**src/rtl/mod_counter_pkg.sv**
```systemverilog
// Shared types and helpers for the modulo step counter family.
// Holds the RUN/HALT encoding, direction constants and a width check.
package mod_counter_pkg;

  typedef enum logic {
    RUN  = 1'b0,
    HALT = 1'b1
  } state_e;

  localparam logic DIR_UP = 1'b0;
  localparam logic DIR_DN = 1'b1;

  function automatic bit width_ok(
    input int     bit_sz,
    input longint modulus
  );
    return (modulus >= 2) &&
           (modulus <= (longint'(1) << bit_sz));
  endfunction

endpackage

```
**src/rtl/mod_add_sub.sv**
```systemverilog
// Modulo add/subtract of a step, returning the next count and a wrap flag.
// Shared with the dual-pointer address generator.
module mod_add_sub
  import mod_counter_pkg::*;
#(
  parameter int BIT_SZ  = 13,
  parameter int MODULUS = 8192
) (
  input  logic [BIT_SZ-1:0] count_i,
  input  logic [BIT_SZ-1:0] step_i,
  input  logic              dir_i,
  output logic [BIT_SZ-1:0] next_o,
  output logic              wrap_o
);

  localparam logic [BIT_SZ:0] MOD_W =
    (BIT_SZ+1)'(MODULUS);

  logic [BIT_SZ:0] cnt_w;
  logic [BIT_SZ:0] stp_w;
  logic [BIT_SZ:0] res_w;

  assign cnt_w = {1'b0, count_i};
  assign stp_w = {1'b0, step_i};

  always_comb begin
    res_w  = cnt_w;
    wrap_o = 1'b0;
    if (dir_i == DIR_UP) begin
      res_w = cnt_w + stp_w;
      if (res_w >= MOD_W) begin
        res_w  = res_w - MOD_W;
        wrap_o = 1'b1;
      end
    end else if (cnt_w >= stp_w) begin
      res_w = cnt_w - stp_w;
    end else begin
      // cnt < step <= MODULUS keeps this below MODULUS
      res_w  = cnt_w + MOD_W - stp_w;
      wrap_o = 1'b1;
    end
  end

  assign next_o = res_w[BIT_SZ-1:0];

endmodule

```
**src/rtl/mod_step_counter.sv**
```systemverilog
// Modulo-N up/down step counter with load, tc pulse and one-shot halt.
// Optional wrap_cnt output under MOD_STEP_COUNTER_WRAP_CNT_EN.
module mod_step_counter
  import mod_counter_pkg::*;
#(
  parameter int BIT_SZ    = 13,
  parameter int MODULUS   = 8192,
  parameter int RESET_VAL = 0
) (
  input  logic              clock,
  input  logic              reset,
  input  logic              enable,
  input  logic              dir,
  input  logic [BIT_SZ-1:0] step,
  input  logic              load,
  input  logic [BIT_SZ-1:0] load_val,
  input  logic              one_shot,
  output logic [BIT_SZ-1:0] count,
  output logic              tc,
  output logic              halted
`ifdef MOD_STEP_COUNTER_WRAP_CNT_EN
  ,
  output logic [7:0]        wrap_cnt
`endif
);

  localparam logic [BIT_SZ:0] MOD_W =
    (BIT_SZ+1)'(MODULUS);
  localparam logic [BIT_SZ-1:0] MAX_V =
    BIT_SZ'(MODULUS - 1);
  localparam logic [BIT_SZ-1:0] RST_V =
    BIT_SZ'(RESET_VAL);

  generate
    if (!width_ok(BIT_SZ, MODULUS) ||
        RESET_VAL >= MODULUS) begin : g_bad
      $error("mod_step_counter: bad params");
    end
  endgenerate

  state_e            state_q, state_d;
  logic [BIT_SZ-1:0] count_q, count_d;
  logic              tc_q, tc_d;
  logic              halted_q;
  logic [BIT_SZ-1:0] nxt;
  logic              wrap;

  mod_add_sub #(
    .BIT_SZ (BIT_SZ),
    .MODULUS(MODULUS)
  ) u_add_sub (
    .count_i(count_q),
    .step_i (step),
    .dir_i  (dir),
    .next_o (nxt),
    .wrap_o (wrap)
  );

  always_comb begin
    state_d = state_q;
    count_d = count_q;
    tc_d    = 1'b0;
    if (load) begin
      count_d = ({1'b0, load_val} < MOD_W) ?
                load_val : MAX_V;
      state_d = RUN;
    end else if (enable && state_q == RUN) begin
      count_d = nxt;
      tc_d    = wrap;
      if (wrap && one_shot) state_d = HALT;
    end
  end

  always_ff @(negedge clock) begin
    if (reset) begin
      state_q  <= RUN;
      count_q  <= RST_V;
      tc_q     <= 1'b0;
      halted_q <= 1'b0;
    end else begin
      state_q  <= state_d;
      count_q  <= count_d;
      tc_q     <= tc_d;
      halted_q <= (state_d == HALT);
    end
  end

  assign count  = count_q;
  assign tc     = tc_q;
  assign halted = halted_q;

`ifdef MOD_STEP_COUNTER_WRAP_CNT_EN
  logic [7:0] wrap_cnt_q;

  // Saturating pass counter for the echo block
  always_ff @(negedge clock) begin
    if (reset || load) begin
      wrap_cnt_q <= 8'd0;
    end else if (tc_d && wrap_cnt_q != 8'hFF) begin
      wrap_cnt_q <= wrap_cnt_q + 8'd1;
    end
  end

  assign wrap_cnt = wrap_cnt_q;
`endif

  a_step_range : assert property (
    @(negedge clock) disable iff (reset)
    (enable && !load) |->
      ({1'b0, step} <= MOD_W)
  );

endmodule

```
**config.mk**
```make
export PLATFORM = sky130hd
export DESIGN_NAME = mod_step_counter
export DESIGN_NICKNAME = d
export VERILOG_FILES = /design/src/rtl/mod_counter_pkg.sv /design/src/rtl/mod_add_sub.sv /design/src/rtl/mod_step_counter.sv
export SDC_FILE = /design/constraint.sdc
export NUM_CORES = 1
export LEC_CHECK = 0
export CORE_MARGIN = 10
export CORE_UTILIZATION = 45
export CTS_CLUSTER_SIZE = 14
export DETAILED_ROUTE_END_ITERATION = 16
export PLACE_DENSITY = 0.74
export SLEW_MARGIN = 20
export SYNTH_ARGS = -nofsm -noshare
export SYNTH_HDL_FRONTEND = slang
export SYNTH_HIERARCHICAL = 1
export SYNTH_SLANG_ARGS = --single-unit
```
**constraint.sdc**
```tcl
create_clock -name clock -period 3.42 [get_ports clock]
set_input_delay 0.513 -clock clock [delete_from_list [all_inputs] [get_ports clock]]
set_output_delay 0.513 -clock clock [all_outputs]
set_load 0.005 [all_outputs]
```
; After elaboration in Yosys (flattened, before gate mapping)
; Cells that the tools add are included.
[word_totals]
output_inout_bits = 15
ff_bits = 15
[classes]
bitwise_logic = 2
magnitude_cmp = 2
reduce_logical = 6
add_sub_neg = 5
n_mux = 8
[ops]
columns = cell, count
row1 = two-way mux 13 bit, 5
row2 = subtractor 13 bit, 2
row3 = adder 13 x 13 -> 14 bit, 1
row4 = ">= comparator 14 bit, second input constant", 1
row5 = "adder 13 x 1 -> 13 bit, second input constant", 1
row6 = >= comparator 13 bit, 1
row7 = "subtractor 13 x 1 -> 13 bit, second input constant", 1
row8 = two-way mux 1 bit, 3
row9 = OR reduction 3 bit, 1
row10 = logical AND 1 bit, 2
row11 = inverter 1 bit, 2
row12 = AND reduction 2 bit, 1
row13 = nonzero test 2 bit, 1
row14 = OR reduction 2 bit, 1

; Depth between registers and ports, before layout
[depth]
depth_word = 6
depth_mapped = 11
ltp_nobuf = 11

; Modules after synthesis
; The synthesis kept the hierarchy.
[modules_own_cells]
columns = mod, area_each_um2, cells_per_inst, instances
row1 = mod_add_sub, 1248.7, 172, 1
row2 = mod_step_counter, 678.2, 82, 1

==> impl_metrics.tcl <==
set metrics [dict create \
    timing.clock.skew_ps 49.9 \
    die_w_um 85.4 \
    post-synth-top-area-cell "ha_1" \
    drt_first_pass_iters 6 \
    synth_cells 254 \
    hold_class "register to register" \
    clock_tree_from_tritoncts "built" \
    worstRegToRegCells 12 \
    grt.total_usage_pct 24.5 \
    place_worst_setup_slack_ps -1590 \
    wire_length_of_the_first_global_routing_pass_um 14700 \
    route.final.wire_length_um 12100 \
    ir_worst_vdd_mv 0.297 \
    layout_overhead_on_the_synthesized_area_pct 97.7 \
    port_buffers 46 \
    htree_num_levels 1 \
    share_of_flip_flops_with_an_asynchronous_set_or_reset_pct 0 \
    insertedDiodeCount 0 \
    grt_pass1_vias 2963 \
    grt_max_degree 24 \
    timing.setup.tns_ps -9790 \
    worst_setup_startpoint "step[0]" \
    syn-cell-area_um2 1930 \
    clockBufferDepth 2 \
    yosys_register_bits 15 \
    synth_top_cells_by_count "35 x inv_1, 32 x nor3_1, 26 x ha_1" \
    via_to_cell_ratio 6.90 \
    yosys_warns 6 \
    status "finished, violations left" \
    worst_setup_path_category "primary input to register" \
    floorplan.core_area_um2 4060 \
    die_y_um 85.4 \
    top_level_ports 47 \
    finalHoldViolCount 0 \
    routed-via-count 3041 \
    timing.critical_path.to_type "register" \
    rsz0062_at_grt "yes" \
    fillCellCount 129 \
    synth_fp_nets 314 \
    yosysMostFrequentCell "inv_1" \
    synth_area_per_cell_um2 7.59 \
    initial_utilization_pct 47.5 \
    post-synth-top-area-fraction_pct 16.9 \
    worst_skew_pair.late_latency_ps 380 \
    detail-route-antenna-nets 0 \
    drt_iter0_markers 560 \
    share_of_post_route_cells_with_drive_strength_above_1_pct 48.8 \
    crit_arrival_ps 3030 \
    timing.final.setup_violations 16 \
    overflow 0 \
    avgRoutedWirePerCell_um 27.5 \
    power.static_leakage_nw 1.78 \
    routability_cong 0.923 \
    synth_enable_flop_cells 0 \
    r2r_setup_slack_ps 440 \
    required_ps 1920 \
    power.density_cell_area_nw_per_um2 344 \
    final-max-slew-violation-count 0 \
    clock_pin_slew_of_the_registers_on_the_worst_case_setup_and_hold_paths_ps 50 \
    synth_top_cells_by_area "ha_1 17%, dfxtp_1 16%, nor3_1 8.3%" \
    crit_path_start_kind "primary input" \
    dp_hpwl_um 5570 \
    fin_nets 452 \
    endpoint "count[6]" \
    cts_num_sinks 15 \
    failed_checks "negative setup slack" \
    synth_cell_types 50 \
    cts_buffers 3 \
    timing.critical_path.fanout_max 2 \
    yosys_most_used_dff "dfxtp_1" \
    rr_endpoint "count[6]" \
    synth_sequential_area_ratio_pct 15.6 \
    max_slew.worst_pin.slew_ps 552 \
    final.setup.worst_slack_ps -1110 \
    relSlewSlack_pct 62.2 \
    max_cap_viol_count 0 \
    cts_hold_buffers 0 \
    post-route-drc-count 0 \
    rows 23 \
    antenna_violations_before_repair 0 \
    timing.rr.start "count[1]" \
    ctsRootBufferMaster "clkbuf_8" \
    die_area_um2 7300 \
]
[sequential cells by signal, summed over array words and instances (netlist names)]
| signal | cells |
|---|---|
| count | 13 |
| halted | 1 |
| tc | 1 |
[final cells by class]
type                            count  area [µm²]  area share, %
Multi-Input combinational cell    191        2000           52.5
Timing Repair Buffer              132        1170           30.8
Sequential cell                    15         309           8.11
Inverter                           34         155           4.07
Clock inverter                     16        65.1           1.71
Tap cell                           50        62.6           1.64
Clock buffer                        3        41.3           1.08
[layer usage]
metal,up-vias,global-route usage (%),share of wire (%)
li1,1195,-,-
met1,1376,23.8,34
met2,342,44.6,44
met3,128,7.36,13
met4,0,14.7,8.7
met5,-,0,0
[kinds of logic (layout without fill, tap and decap cells)]
kind of cell / after synthesis / in the layout / share of synthesized area (%)
DFF: 15 / 15 / 15.6
AOI/OAI and AO/OA: 66 / 66 / 24.7
buffers and inverters: 48 / 185 / 11.5
xor gates and xnor gates: 11 / 11 / 5.00
adders and majority gates: 28 / 28 / 19.0
muxes: 2 / 2 / 1.04
and+or+nand+nor: 84 / 84 / 23.2
[report_power, final]
group | switching (W) | internal, W | leakage (nW)
Sequential | 0.0000227 | 0.000194 | 0.126
Clock | 0.000172 | 0.000108 | 0.106
Combinational | 0.000418 | 0.000398 | 1.55
Total | 0.000612 | 0.000700 | 1.78
[worst min-delay path by stage]
stage	cells after the start	from	to	slack, ps
after global placement	1	halted	tc	480
final	1	halted	tc	620
after CTS	1	halted	tc	490
after floorplan	1	halted	tc	470
after global routing	1	halted	tc	630
after detailed placement	1	halted	tc	480
[worst max-delay path, cell delays in order]
cell and delay [ps]:
buf_8 100, buf_6 110, ha_4 160, fa_2 370, nand3b_1 240, buf_4 190, nand2_4 80, a21o_1 140
a21oi_2 70, mux2i_1 350, xor2_1 300, nor3_1 100, a2111oi_1 290
[metrics by stage]
stage / utilization [%] / instance area, µm² / std cells / hold WS [ps] / power, W
2_1_floorplan: - / 2110 / 254 / 469 / 0.000539
3_3_place_gp: 76.0 / 3090 / 408 / 475 / 0.000782
3_5_place_dp: 76.0 / 3090 / 408 / 484 / 0.000790
4_1_cts: 86.3 / 3500 / 434 / 491 / 0.00109
5_1_grt: 93.9 / 3810 / 441 / 627 / 0.00134
6_report: 93.9 / 3810 / 441 / 615 / 0.00131
[cell usage in the layout, fill, tap and decap left out, drive strengths merged, types with 4 or more instances in the layout]
master	count
a21oi	11
clkbuf	5
clkdlybuf4s50	20
and2b	5
xnor2	7
nor3	33
dlymetal6s2s	7
dfxtp	15
or3	4
inv	49
o21ai	16
nor2	12
nand2	12
a2111oi	15
ha	26
dlygate4sd2	10
xor2	4
buf	92
[timing repair]
action                     CTS  global route
cloned                       1             0
setup endpoints to repair   24            20
setup buffers                7             8
pin swaps                   52            29
resized for setup          104            64
No activity file was read; power rests on OpenSTA's default activity.
